File: src/rtl/phase_mux_seq.sv
// rtl/phase_mux_seq.sv - double-buffered carrier-phase multiplexer switching on symbol boundaries
// Optional: PHASE_MUX_IMMEDIATE_EN applies a pending select at the next sample instead of the boundary.
module phase_mux_seq #(
   parameter int NUM_PHASES = 16,
   parameter int DATA_W     = 4,
   parameter int SEL_W      = $clog2(NUM_PHASES),
   parameter int PERIOD     = 16
) (
   input  logic                         clk,
   input  logic                         rst,
   input  logic [NUM_PHASES*DATA_W-1:0] phase_bus,
   input  logic                         sample_en,
   input  logic [SEL_W-1:0]             sel_in,
   input  logic                         sel_valid,
   output logic                         sel_ready,
   output logic [DATA_W-1:0]            mux_out,
   output logic                         out_valid,
   output logic                         sym_start,
   output logic                         sel_err,
   output logic                         sel_underrun
);

   localparam int               CNT_W     = $clog2(PERIOD);
   localparam logic [CNT_W-1:0] CNT_LAST  = CNT_W'(PERIOD - 1);
   localparam logic [SEL_W:0]   SEL_LIMIT = (SEL_W + 1)'(NUM_PHASES);

   localparam logic [0:0] IDLE = 1'b0;
   localparam logic [0:0] RUN  = 1'b1;

   logic [0:0]       state;
   logic [SEL_W-1:0] active;
   logic [SEL_W-1:0] pending;
   logic             pend_full;
   logic [CNT_W-1:0] cnt;

   logic             accept;
   logic             sel_bad;
   logic             sel_good;
   logic [SEL_W-1:0] use_sel;

   assign sel_ready = !rst && !pend_full;
   assign accept    = sel_valid && sel_ready;
   assign sel_bad   = accept && ({1'b0, sel_in} >= SEL_LIMIT);
   assign sel_good  = accept && !sel_bad;

`ifdef PHASE_MUX_IMMEDIATE_EN
   // A waiting select takes effect on the very sample that consumes it.
   assign use_sel = pend_full ? pending : active;
`else
   assign use_sel = active;
`endif

   always_ff @(posedge clk) begin
      if (rst) begin
         state        <= IDLE;
         active       <= '0;
         pending      <= '0;
         pend_full    <= 1'b0;
         cnt          <= '0;
         mux_out      <= '0;
         out_valid    <= 1'b0;
         sym_start    <= 1'b0;
         sel_err      <= 1'b0;
         sel_underrun <= 1'b0;
      end else begin
         out_valid    <= 1'b0;
         sym_start    <= 1'b0;
         sel_err      <= sel_bad;
         sel_underrun <= 1'b0;
         case (state)
            IDLE: begin
               if (sel_good) begin
                  active <= sel_in;
                  cnt    <= '0;
                  state  <= RUN;
               end
            end
            default: begin
               if (sample_en) begin
                  mux_out   <= phase_bus[use_sel*DATA_W +: DATA_W];
                  out_valid <= 1'b1;
                  sym_start <= (cnt == '0);
                  cnt       <= (cnt == CNT_LAST) ? '0 : cnt + 1'b1;
`ifdef PHASE_MUX_IMMEDIATE_EN
                  if (pend_full) begin
                     active    <= pending;
                     pend_full <= 1'b0;
                  end
`else
                  if (cnt == CNT_LAST) begin
                     if (pend_full) begin
                        active    <= pending;
                        pend_full <= 1'b0;
                     end else begin
                        sel_underrun <= 1'b1;
                     end
                  end
`endif
               end
               // pend_full is 0 whenever an accept happens, so this never races the swap above
               if (sel_good) begin
                  pending   <= sel_in;
                  pend_full <= 1'b1;
               end
            end
         endcase
      end
   end

endmodule

File: config.mk
export PLATFORM = sky130hd
export DESIGN_NAME = phase_mux_seq
export DESIGN_NICKNAME = d
export VERILOG_FILES = /design/src/rtl/phase_mux_seq.sv
export SDC_FILE = /design/constraint.sdc
export NUM_CORES = 1
export LEC_CHECK = 0
export BUFFER_PORTS_ARGS = -buffer_cell sky130_fd_sc_hd__buf_4
export CAP_MARGIN = 10
export CORE_MARGIN = 1.5
export CORE_UTILIZATION = 45
export CTS_BUF_LIST = sky130_fd_sc_hd__clkbuf_2 sky130_fd_sc_hd__clkbuf_4 sky130_fd_sc_hd__clkbuf_8
export DETAILED_ROUTE_END_ITERATION = 12
export PLACE_DENSITY_LB_ADDON = 0.3
export SYNTH_ARGS = -nofsm -noshare
export SYNTH_HDL_FRONTEND = slang
export SYNTH_SLANG_ARGS = --single-unit
File: constraint.sdc
create_clock -name clk -period 2.3 [get_ports clk]
set_input_delay 0.23 -clock clk [delete_from_list [all_inputs] [get_ports clk]]
set_output_delay 0.23 -clock clk [all_outputs]
set_load 0.02 [all_outputs]
## Yosys cells after proc, flatten, opt, wreduce, memory -nomap -nowiden

Cells that the tools add are included.
W data, S select, Z words.

| storage, ports and cells | value |
|---|---|
| flip-flop bits (word level) | 21 |
| latch bits | 0 |
| memory bits (writable) | 0 |
| memory bits (read-only) | 0 |
| input bits | 72 |
| output and inout bits | 9 |
| word-level logic and storage cells | 50 |
| memories kept | 0 |

| cells by class | value |
|---|---|
| $add $sub $neg | 1 |
| $mul | 0 |
| divide/modulo/power cells | 0 |
| $lt $le $gt $ge | 0 |
| equal/unequal tests | 4 |
| shifts and indexed selects | 1 |
| muxes and demuxes | 16 |
| bitwise gates (word level) | 3 |
| reductions and logical operators | 16 |

Operators by type and width:

| kind | count |
|---|---|
| $shiftx A64 B7 Y4 | 1 |
| $mux W4 | 9 |
| $mux W1 | 7 |
| $reduce_and A2 Y1 | 3 |
| $reduce_bool A2 Y1 | 3 |
| $add A4 B1 Y4 const B | 1 |
| $eq A4 B4 Y1 const B | 1 |
| $logic_not A4 Y1 | 1 |
| $ne A2 B1 Y1 const B | 2 |
| $reduce_and A4 Y1 | 1 |
| $reduce_or A4 Y1 | 1 |
| $not A1 Y1 | 3 |
| $reduce_and A3 Y1 | 1 |
| $reduce_or A3 Y1 | 1 |
| $logic_and A1 B1 Y1 | 2 |
| $logic_not A1 Y1 | 2 |
| $ne A2 B2 Y1 const B | 1 |
| $reduce_or A2 Y1 | 1 |

## Longest topological paths before layout

| depth | value |
|---|---|
| depth in word-level cells | 5 |
| mapped depth | 6 |
| depth with buffers taken out | 5 |

## Least setup slack after synthesis

Ideal clock, no wire load.

| timing path | value |
|---|---|
| kind | register -> register |
| start point | register active[2] |
| end point | register mux_out[2] |
| setup time | 0.117 ns |
| data arrival time | 1.459 ns |
| required time | 2.183 ns |
| slack | 0.724 ns |
| cell stages (with the launch flop) | 6 |
| path buffers | 1 |
| clock period less this slack | 1.576 ns |
| path through | dfxtp_1 > buf_2 > mux4_2 > mux2_2 > a22oi_1 > nand2_1 |

| on the way | value |
|---|---|
| word-level cells in the longest chain between the ends | 1 |

Ends and longest elaborated chain:

| element | RTL line | source |
|---|---|---|
| start: declaration | 31 | `logic [SEL_W-1:0] active;` |
| start signal: assignment | 73 | `active <= sel_in;` |
| start signal: assignment | 92 | `active <= pending;` |
| $shiftx A64 B7 Y4 | 80 | `mux_out <= phase_bus[use_sel*DATA_W +: DATA_W];` |
| end signal: assignment | 80 |  |
| end: declaration | 16 | `output logic [DATA_W-1:0] mux_out,` |

Every way passes these cells.
A chain may end at the register's enable or synchronous reset.

## Final worst setup path

| timing path | value |
|---|---|
| start point | register state |
| end point | register mux_out[1] |

| on the way | value |
|---|---|
| word-level cells in the longest chain between the ends | 1 |

Ends and longest elaborated chain:

| element | RTL line | source |
|---|---|---|
| start: declaration | 30 | `logic [0:0] state;` |
| start signal: assignment | 55 | `state <= IDLE;` |
| start signal: assignment | 75 | `state <= RUN;` |
| $reduce_and A2 Y1 (no line) | n/a |  |

Every way passes these cells.

==> flow_summary_export.csv <==
group,metric,value,unit
cts,post_cts_buffers,0,
critical_path,path_cells,"nand2_1 > nor3_1 > a32oi_1 > o21ai_1",
sta,period_needed,1.95,ns
critical_path,endpoint,"mux_out[1]",
cells_and_area,final_common_cell,"buf_4",
detailed_routing,antenna_left,0,
detailed_routing,remaining_drc_errors,0,
sta,hold_violations,0,
cts,htreeDepth,1,
sta,fin_skew,0.00444,ns
power_and_ir_drop,switchingPower,0.256,mW
power_and_ir_drop,peakVddDrop,0.000399,V
grt,antenna_found_initial,0,
run_status,outcome,"complete, no violations",
placed_design,dp_hpwl,3110,um
sta,grt_setup_unrepaired,"no",
critical_path,crit_family,"simple AND/OR/NAND/NOR gates",
detailed_routing,drtIter0Drc,29,
cells_and_area,nets,299,
power_and_ir_drop,p_int,0.628,mW
critical_path,startpoint_type,"flop",
sta,max_freq,0.514,GHz
synthesis,synth_cell_types,29,
cts,cts_made_buffers,3,
grt,grtUsageMet1,0.246,
power_and_ir_drop,p_sw_frac,0.289,
cts,cts.repair.resized,0,
power_and_ir_drop,power_leakage,0.843,nW
critical_path,crit_arrival,2.19,ns
critical_path,cp-startpoint,"state",
detailed_routing,wl,3790,um
critical_path,crit_path_end_kind,"flop",
grt,use_met2,0.429,
critical_path,r2r_slack,0.35,ns
critical_path,cp_data_required_time,2.54,ns
synthesis,ys.flop_type,"dfxtp_1",
floorplanning,io_pins,81,
flow_run,maxCapViolCount,0,
grt,grt_max_degree,23,
floorplanning,core_area,2830,um^2
grt,grt-busiest-layer,"met2",
critical_path,r2r_cells,4,
grt,track_usage,0.226,
cells_and_area,post-route-util,0.709,
synthesis,synth_async_sr_flop_share,0,
synthesis,yosysWarningCount,0,
cts,cts_tree,"yes",
detailed_routing,vias_per_cell,5.66,
floorplanning,start_util,0.488,
sta,finalSetupTns,0,ns
placed_design,portBuffers,79,
cells_and_area,n_fill_cell,241,
cells_and_area,antennaDiodeCount,0,
critical_path,worst-path-stages,4,
synthesis,ys_ff_latch,21,
cts,clock-sinks,21,
floorplanning,die_y,58.4,um
critical_path,slowest_delay,0.72,ns
floorplanning,die_w,58.4,um
sta,worst_slew_pin_slew,0.599,ns
detailed_routing,wl_per_cell,14.9,um
critical_path,crit_slowest_cell,"dfxtp_1",
power_and_ir_drop,powerDensity,440,nW/um^2
sta,finalMaxSlewViolations,0,
cts,cts_hold_buf,0,
cells_and_area,layout-drive-gt1-share,0.429,
synthesis,netlist_area,1380,um^2
grt,gr-usage-met3,0.0440,
power_and_ir_drop,clkPwrFrac,0.195,
cts,clkTransAtPathRegs,0.11,ns
sta,setup_viol,0,
detailed_routing,first_pass_iters,4,
critical_path,timing.rr.end,"mux_out[1]",
critical_path,worstReg2RegStart,"state",
power_and_ir_drop,combinationalPowerShare,0.332,
placed_design,globalplace.congestion,0.827,
synthesis,syn_nets,223,
cts,cts_max_path_buffers,2,
synthesis,syn_avg_cell_area,9.27,um^2
critical_path,crit_fanout,15,
critical_path,crit_buf_inv,0,
power_and_ir_drop,pwr-share-seq,0.472,
cells_and_area,final_cell_mix,"buf_4 (80), dfxtp_1 (21), mux2i_1 (20)",
detailed_routing,via_count,1443,
synthesis,yosysSeqAreaShare,0.304,
floorplanning,rows,19,
sta,slew_headroom,0.600,
grt,gr-total-overflow,0,
hold_path,min_path_type,"input pin to flop",
grt,grt_pass1_vias,1442,
critical_path,path_class,"flop to flop",
sta,finalCritPeriodShare,0.846,
synthesis,synth_cells,149,
synthesis,synth_edf_count,0,
grt,grt_pass1_wl,6080,um
cts,clk_latency,0.30,ns
cts,root_buffer,"clkbuf_4",
cells_and_area,syn_to_final_growth,45.2,%
floorplanning,dieArea,3410,um^2
## synth_stat cells (all sizes together) (2+ instances only)
library cell  instances  area, um^2
a211oi                5        37.5
dfxtp                21         420
nand2                13        48.8
mux4                  8         180
nor2                 13        48.8
nor2b                 5        31.3
nor3b                 2        15.0
nand4                 2        12.5
a21oi                 9        45.0
o21ai                 5        25.0
mux2i                20         200
a32oi                 2        17.5
and2                  3        18.8
mux2                  2        22.5
ha                    2        25.0
inv                   2        7.51
a22oi                10        88.8
nand3                 7        35.0
buf                   6        31.3
and3                  2        12.5
nor3                  3        15.0
clkbuf                3        11.3
## through the flow
step / setup slack, ns / cells / hold slack [ns] / power, mW / area (um^2)
after global routing: 0.0811 / 255 / 0.200 / 0.931 / 2010
after floorplan: 0.724 / 149 / 0.377 / 0.586 / 1380
after detailed placement: 0.419 / 251 / 0.464 / 0.720 / 1980
final: 0.353 / 255 / 0.187 / 0.883 / 2010
after global placement: 0.577 / 251 / 0.443 / 0.709 / 1980
after CTS: 0.365 / 255 / 0.190 / 0.888 / 2010
## power groups by stage
stage	Combinational (mW)	Sequential [mW]	Clock, mW
finish	0.294	0.417	0.173
global route	0.318	0.422	0.191
CTS	0.295	0.417	0.176
detailed placement	0.294	0.426	0
global placement	0.285	0.424	0
floorplan	0.173	0.413	0
## area by class of cell
class,instances,area [um^2],area share
flip-flops and latches,21,420,0.210
clock buffers,3,22.5,0.0112
well taps,31,38.8,0.0193
inverters,2,7.51,0.00374
repair buffers,80,601,0.299
clock inverters,1,5.00,0.00250
multi-input cells,117,911,0.454
## routing by layer
metal,routed length [um],share of wire
met4,67,0.018
met2,1960,0.52
met1,1450,0.38
met3,321,0.085
met5,0,0
## cell families after synthesis
logic type / synth area share
mux: 0.292
simple gates: 0.192
buf+inv: 0.0362
compound gates: 0.155
fa+ha+maj: 0.0181
other cells: 0.00271
flops: 0.304
## worst min-delay path: cells and delay by family
family          cells  cell delay [ns]
buf+inv             1             0.11
compound gates      1             0.06
simple gates        1             0.05
## worst min path at each step
stage               slack [ns]          to  startpoint  depth (start not counted)
global placement          0.44  pending[0]  pending[0]                          2
finish                    0.19  pending[0]   sel_in[0]                          3
floorplan                 0.38  pending[0]   sel_in[0]                          2
detailed placement        0.46  pending[0]  pending[0]                          2
CTS                       0.19  pending[0]   sel_in[0]                          3
global route              0.20  pending[3]   sel_in[3]                          3
## state kept, by name, indices dropped and copies added, names as in the netlist
register and count:
active 4, cnt 4, mux_out 4, pending 4, out_valid 1, pend_full 1
sel_underrun 1, state 1, sym_start 1
No activity file was read; power rests on OpenSTA's default activity.
